## src/rtl/serial_sub_if.sv

```systemverilog
// Handshake and operand/result bundle for the bit-serial subtractor.
// The master side issues requests; the slave side computes and reports the result.
interface serial_sub_if #(
    parameter int N = 4
);
    logic         start;
    logic [N-1:0] a;
    logic [N-1:0] b;
    logic         bin;
    logic         ready;
    logic         busy;
    logic         done;
    logic [N-1:0] diff;
    logic         bout;
    logic         ovf;

    modport master (
        output start, a, b, bin,
        input  ready, busy, done, diff, bout, ovf
    );

    modport slave (
        input  start, a, b, bin,
        output ready, busy, done, diff, bout, ovf
    );
endinterface

```

## src/rtl/serial_sub.sv

```systemverilog
// Bit-serial N-bit subtractor: diff = a - b - bin, one bit per clock, LSB first,
// with a single borrow flop replacing the ripple chain.
module serial_sub #(
    parameter int N = 4
) (
    input  logic        clk_i,
    input  logic        rst_i,
    serial_sub_if.slave bus
);
    localparam int CW = (N > 2) ? $clog2(N) : 1;

    typedef enum logic [1:0] {
        S_IDLE = 2'd0,
        S_RUN  = 2'd1,
        S_DONE = 2'd2
    } state_t;

    state_t        state_q, state_d;
    logic [N-1:0]  a_q, a_d;
    logic [N-1:0]  b_q, b_d;
    logic [N-1:0]  res_q, res_d;
    logic          br_q, br_d;
    logic [CW-1:0] cnt_q, cnt_d;
    logic [N-1:0]  diff_q, diff_d;
    logic          bout_q, bout_d;
    logic          ovf_q, ovf_d;

    logic          last_s;
    logic          d_bit_s;
    logic          br_next_s;

    function automatic logic diff_bit(input logic ai, input logic bi, input logic br);
        return ai ^ bi ^ br;
    endfunction

    function automatic logic borrow_next(input logic ai, input logic bi, input logic br);
        return (~ai & bi) | (~(ai ^ bi) & br);
    endfunction

    assign last_s    = (cnt_q == CW'(N - 1));
    assign d_bit_s   = diff_bit(a_q[0], b_q[0], br_q);
    assign br_next_s = borrow_next(a_q[0], b_q[0], br_q);

    // State register
    always_ff @(posedge clk_i) begin
        if (rst_i) begin
            state_q <= S_IDLE;
        end else begin
            state_q <= state_d;
        end
    end

    // Next-state logic
    always_comb begin
        state_d = state_q;
        case (state_q)
            S_IDLE: begin
                if (bus.start) state_d = S_RUN;
                else           state_d = S_IDLE;
            end
            S_RUN: begin
                if (last_s) state_d = S_DONE;
                else        state_d = S_RUN;
            end
            S_DONE:  state_d = S_IDLE;
            default: state_d = S_IDLE;
        endcase
    end

    // Status outputs decoded from the state register
    always_comb begin
        bus.ready = 1'b0;
        bus.busy  = 1'b0;
        bus.done  = 1'b0;
        case (state_q)
            S_IDLE:  bus.ready = 1'b1;
            S_RUN:   bus.busy  = 1'b1;
            S_DONE:  bus.done  = 1'b1;
            default: bus.ready = 1'b0;
        endcase
    end

    // Datapath next values; ovf uses operand MSBs, which sit in bit 0 on the last step
    always_comb begin
        a_d    = a_q;
        b_d    = b_q;
        res_d  = res_q;
        br_d   = br_q;
        cnt_d  = cnt_q;
        diff_d = diff_q;
        bout_d = bout_q;
        ovf_d  = ovf_q;
        case (state_q)
            S_IDLE: begin
                if (bus.start) begin
                    a_d   = bus.a;
                    b_d   = bus.b;
                    br_d  = bus.bin;
                    cnt_d = {CW{1'b0}};
                    res_d = {N{1'b0}};
                end else begin
                    cnt_d = cnt_q;
                end
            end
            S_RUN: begin
                a_d   = {1'b0, a_q[N-1:1]};
                b_d   = {1'b0, b_q[N-1:1]};
                br_d  = br_next_s;
                res_d = {d_bit_s, res_q[N-1:1]};
                cnt_d = cnt_q + CW'(1);
                if (last_s) begin
                    diff_d = {d_bit_s, res_q[N-1:1]};
                    bout_d = br_next_s;
                    ovf_d  = (a_q[0] ^ b_q[0]) & (a_q[0] ^ d_bit_s);
                end else begin
                    diff_d = diff_q;
                end
            end
            default: begin
                cnt_d = cnt_q;
            end
        endcase
    end

    // Datapath registers
    always_ff @(posedge clk_i) begin
        if (rst_i) begin
            a_q    <= {N{1'b0}};
            b_q    <= {N{1'b0}};
            res_q  <= {N{1'b0}};
            br_q   <= 1'b0;
            cnt_q  <= {CW{1'b0}};
            diff_q <= {N{1'b0}};
            bout_q <= 1'b0;
            ovf_q  <= 1'b0;
        end else begin
            a_q    <= a_d;
            b_q    <= b_d;
            res_q  <= res_d;
            br_q   <= br_d;
            cnt_q  <= cnt_d;
            diff_q <= diff_d;
            bout_q <= bout_d;
            ovf_q  <= ovf_d;
        end
    end

    assign bus.diff = diff_q;
    assign bus.bout = bout_q;
    assign bus.ovf  = ovf_q;

endmodule
```

## src/flat_wrapper.sv

```systemverilog
// flat-port wrapper written by rule: the top's interface ports become plain ports
module serial_sub_flat 
#(
    parameter int N = 4
)
  (clk_i, rst_i, bus_start, bus_a, bus_b, bus_bin, bus_ready, bus_busy, bus_done, bus_diff, bus_bout, bus_ovf);
  serial_sub_if #(.N(N)) bus_i ();
  input  logic clk_i;
  input  logic rst_i;
  input wire logic [$bits(bus_i.start)-1:0] bus_start;
  input wire logic [$bits(bus_i.a)-1:0] bus_a;
  input wire logic [$bits(bus_i.b)-1:0] bus_b;
  input wire logic [$bits(bus_i.bin)-1:0] bus_bin;
  output wire logic [$bits(bus_i.ready)-1:0] bus_ready;
  output wire logic [$bits(bus_i.busy)-1:0] bus_busy;
  output wire logic [$bits(bus_i.done)-1:0] bus_done;
  output wire logic [$bits(bus_i.diff)-1:0] bus_diff;
  output wire logic [$bits(bus_i.bout)-1:0] bus_bout;
  output wire logic [$bits(bus_i.ovf)-1:0] bus_ovf;
  assign bus_i.start = bus_start;
  assign bus_i.a = bus_a;
  assign bus_i.b = bus_b;
  assign bus_i.bin = bus_bin;
  assign bus_ready = bus_i.ready;
  assign bus_busy = bus_i.busy;
  assign bus_done = bus_i.done;
  assign bus_diff = bus_i.diff;
  assign bus_bout = bus_i.bout;
  assign bus_ovf = bus_i.ovf;
  serial_sub #(.N(N)) u_core (.clk_i(clk_i), .rst_i(rst_i), .bus(bus_i));
endmodule
```

## config.mk

```make
export PLATFORM = sky130hd
export DESIGN_NAME = serial_sub_flat
export DESIGN_NICKNAME = d
export VERILOG_FILES = /design/src/rtl/serial_sub_if.sv /design/src/rtl/serial_sub.sv /design/src/flat_wrapper.sv
export SDC_FILE = /design/constraint.sdc
export NUM_CORES = 1
export LEC_CHECK = 0
export CORE_UTILIZATION = 45
export CTS_CLUSTER_DIAMETER = 30
export DETAILED_ROUTE_END_ITERATION = 10
export DONT_BUFFER_PORTS = 1
export PLACE_DENSITY = 0.63
export SYNTH_ARGS = -nofsm -noshare
export SYNTH_HDL_FRONTEND = slang
export SYNTH_SLANG_ARGS = --single-unit
```

## constraint.sdc

```tcl
create_clock -name clk_i -period 1.5 [get_ports clk_i]
set_input_delay 0.15 -clock clk_i [delete_from_list [all_inputs] [get_ports clk_i]]
set_output_delay 0.15 -clock clk_i [all_outputs]
set_load 0.05 [all_outputs]
```

# == Word level (Yosys, flattened, before mapping) ==
# Index checks and enable logic that the tools add are counted.
# totals
ff_bits,23
out_inout_bits,9
wordCells,43
# op_classes
reduce_logical,4
n_mux,16
n_bitwise,9
n_eq_ne,4
n_addsub,1
# op_table
operator,n
$pmux W4 S2,3
$mux W4,3
$pmux W2 S2,2
$mux W1,5
$eq A2 B2 Y1 const B,2
$mux W2,2
$reduce_and A2 Y1,2
$and A1 B1 Y1,3
$xor A1 B1 Y1,3
$add A2 B1 Y2 const B,1
$eq A2 B1 Y1 const B,1
$logic_not A2 Y1,1
$ne A2 B2 Y1 const B,1
$not A1 Y1,2
$pmux W1 S2,1
$reduce_bool A2 Y1,1
$or A1 B1 Y1,1

# == Depth between registers and ports, before layout ==
# logic_depth
word_depth,5
depth_mapped,5

# == Worst setup path after synthesis ==
# Ideal clock, no wire load.
# synth_timing
path_type,register to register
start,reg u_core.state_q[0]
end,reg u_core.a_q[3]
slack_ns,-0.114
required_ns,1.433
stages_incl_launch_ff,5
arrival_time_ns,1.547
path_buffers,1
path_cell_list,dfxtp_1 -> buf_4 -> nor2_1 -> a32oi_1 -> nor2_1
# synth_via
elab_chain_cells,3
# synth_lines
item,line,source
start: declaration,serial_sub.sv:18,"state_t state_q, state_d;"
start signal: assignment,serial_sub.sv:49,state_q <= state_d;
$eq A2 B1 Y1 or $logic_not A2 Y1 (tied branches),serial_sub.sv:93,case (state_q)
$reduce_bool A2 Y1 (no line) or $ne A2 B2 Y1 (tied branches),-,
$reduce_and A2 Y1 (no line),-,
end signal: assignment,serial_sub.sv:128,a_q <= {N{1'b0}};
end: declaration,serial_sub.sv:19,"logic [N-1:0] a_q, a_d;"
# Several ways; a longest one is shown, not always the timed one.
# A chain may end at the register's enable or synchronous reset.

# == Worst setup path in the final report ==
# layout_timing
start,reg u_core.br_q
end,"reg u_core.ovf_q, in the netlist u_core.bus.ovf"
# layout_via
elab_chain_cells,3
# layout_lines
item,line,source
start: declaration,serial_sub.sv:22,"logic br_q, br_d;"
start signal: assignment,serial_sub.sv:140,br_q <= br_d;
$xor A1 B1 Y1,serial_sub.sv:33,return ai ^ bi ^ br;
via u_core.d_bit_s,serial_sub.sv:29,logic d_bit_s;
$xor A1 B1 Y1,serial_sub.sv:114,ovf_d = (a_q[0] ^ b_q[0]) & (a_q[0] ^ d_bit_s);
$and A1 B1 Y1,serial_sub.sv:114,
end signal: assignment,serial_sub.sv:144,ovf_q <= ovf_d;
end: declaration,serial_sub.sv:26,"logic ovf_q, ovf_d;"
# The timed path passes the listed nets, and every way through them passes these cells.

==> results.md <==
* Total power at 1.05 mW
* Post-Route WL at 1720 um
* Syn Inst Count at 97
* Commonest non-fill, non-tap cells in the layout: dfxtp_1, buf_4, nor2_1
* Starting density of the core at 47.6%
* Seq/Total Area, Yosys at 47.1%
* Nets at 129
* Syn. warnings at 0
* CP endpoint kind: flip-flop
* Pre-CTS worst setup slack at -38.3 ps
* Crit Path Max Fanout at 2
* Max cap viols at 0
* Worst skew pair latency at 290 ps
* Number of global-route vias before repair at 657
* Via-per-instance ratio at 5.20
* Average routed wire per standard cell at 12.4 um
* Largest net degree at the start of global routing at 23
* Gr ovfl total at 0
* Slew Limit Fails at 0
* Mapped Nets at 112
* Leakage at 0.470 nW
* Final Cell Area at 0.00110 sq mm
* Status: finished with violations
* Placed Area at 0.00106 sq mm
* Post-Syn Area at 935 sq um
* Clock buffers created by TritonCTS at 3
* ANT cells at 0
* Clk slew on worst S/H paths at 110 ps
* Met1 Use GR at 20.0%
* Max-slew headroom at 81.3%
* Htree depth at 1
* Detailed Routing Iterations Pass 1 at 4
* Most common cell after layout, fill and taps aside: dfxtp_1
* Initial drt markers at 16
* Synth Register Bits at 22
* Residual DRC at 0
* WS Path Type: reg2reg
* Grt met2 use at 30.7%
* TNS Setup at -9.27 ps
* Clk root buf: clkbuf_4
* Worst-Margin Slew at 280 ps
* Maximum vdd drop at 0.685 mV
* Area grow syn2layout at 17.9%
* Fmax at 663 MHz
* Clock Sinks at 22
* Setup Fix Bufs, Post-CTS at 0
* First-pass GRT wire length at 2710 um
* Min Tclk post-route at 1510 ps
* Failing checks: hold timing, setup timing
* Startpoint types: flip-flop
* Gpl congestion at 0.723
* Hold slack at -92.5 ps
* Antenna violation net count after detailed routing at 0
* Cell variety after synth at 24
* Total Routing Usage GR at 17.5%
* RSZ-0062 raised after global routing: true
* Final period utilization at 101%
* Met3 Use GR at 7.17%
* Avg Inst Size Synth at 9.64 sq um
* Vias post-DR at 723
* Die Wd at 47.6 um
* Fin. Hold Viols at 21
* CP required at 1730 ps
* I/O pin total at 21
* Initial antenna violation count at 0
* Die height at 47.6 um
* # port buffers at 0
* DP HPWL at 1270 um
* Worst Path Arrival at 1740 ps
* Setup violators final at 1
* Final Skew at 2.05 ps
* P per Cell Area at 955 mW/mm^2
* CTS Buffer Depth at 2
* Final WS setup at -9.27 ps
* Gr busiest metal: met2
* CTS tree: done
* # hold bufs at CTS at 1
* Core Area at 0.00196 sq mm
* Die area at 0.00226 sq mm
* Hold Path Class: in2reg
* Share of layout cells above drive strength 1 at 25.0%
* Row cnt at 16
## where the power goes
| part | switching [mW] | internal, mW | total, mW |
|---|---|---|---|
| logic | 0.0875 | 0.0828 | 0.170 |
| clock network | 0.155 | 0.0934 | 0.249 |
| registers | 0.0209 | 0.613 | 0.634 |
| total | 0.264 | 0.790 | 1.05 |
## per-stage QoR
step	cells	utilization, %
final	139	56.2
after global routing	139	56.2
after CTS	139	56.0
after detailed placement	135	54.2
after global placement	135	54.2
after floorplan	97	-
## flip-flops by register name, summed over array words and instances (netlist names)
name / cells
u_core.a_q: 4
u_core.b_q: 4
u_core.bus.diff: 4
u_core.res_q: 3
u_core.cnt_q: 2
u_core.state_q: 2
u_core.br_q: 1
u_core.bus.bout: 1
u_core.bus.ovf: 1
## cell usage after synthesis, drive strengths merged
cell,instances,area (sq um)
buf,4,27.5
or3,1,6.26
a211oi,8,60.1
dfxtp,22,440
o21bai,1,7.51
a21oi,6,30.0
fa,1,20.0
a311oi,1,8.76
nor3,1,5.00
nand3b,1,20.0
a22oi,4,30.0
clkbuf,2,7.51
xnor2,1,8.76
ha,2,25.0
nand3,3,15.0
a32oi,2,17.5
nor2,16,60.1
nand2,5,18.8
mux2i,8,80.1
or3b,1,8.76
nor2b,2,12.5
inv,4,15.0
o21ba,1,10.0
## worst max-delay path, cell delays in order, from the launching register on
cell and delay (ps):
dfxtp_2 340, inv_2 40, fa_1 510, xnor2_1 150
or3_1 300, a21oi_1 120
## cells by family after synthesis
family	after synthesis	synth area share (%)
and+or+nand+nor	30	15.7
AOI/OAI and AO/OA	23	17.5
DFF	22	47.1
buffers and inverters	10	5.35
muxes	8	8.57
adders and majority gates	3	4.82
xor gates and xnor gates	1	0.937
## path summary, 6_finish.rpt
kind	startpoint	endpoint	slack [ps]	cells after the start
setup / recovery	u_core.br_q	u_core.bus.ovf	-9	5
hold / removal	rst_i	u_core.state_q[0]	-90	1
setup reg to reg	u_core.br_q	u_core.bus.ovf	-9	5
hold reg to reg	u_core.bus.diff[1]	u_core.bus.diff[1]	460	2
## repair_timing
| item | CTS | global route |
|---|---|---|
| endpoints found under the hold margin | 22 | 21 |
| resized for setup | 2 | 4 |
| gates cloned | 0 | 0 |
| setup endpoints to repair | 3 | 2 |
| pin swaps | 3 | 1 |
## metal layers
metal,part of all wire (%),vias to the layer above
li1,-,372
met1,45,330
met2,50,21
met3,5.4,0
met4,0,0
met5,0,-
## final cells by class
type	count	area [sq um]
well taps	27	33.8
inverters	4	15.0
flip-flops and latches	22	447
repair buffers	18	138
clock buffers	3	22.5
fillers	201	860
multi-input cells	65	447
Note: power is estimated with default switching activity, not from simulation.
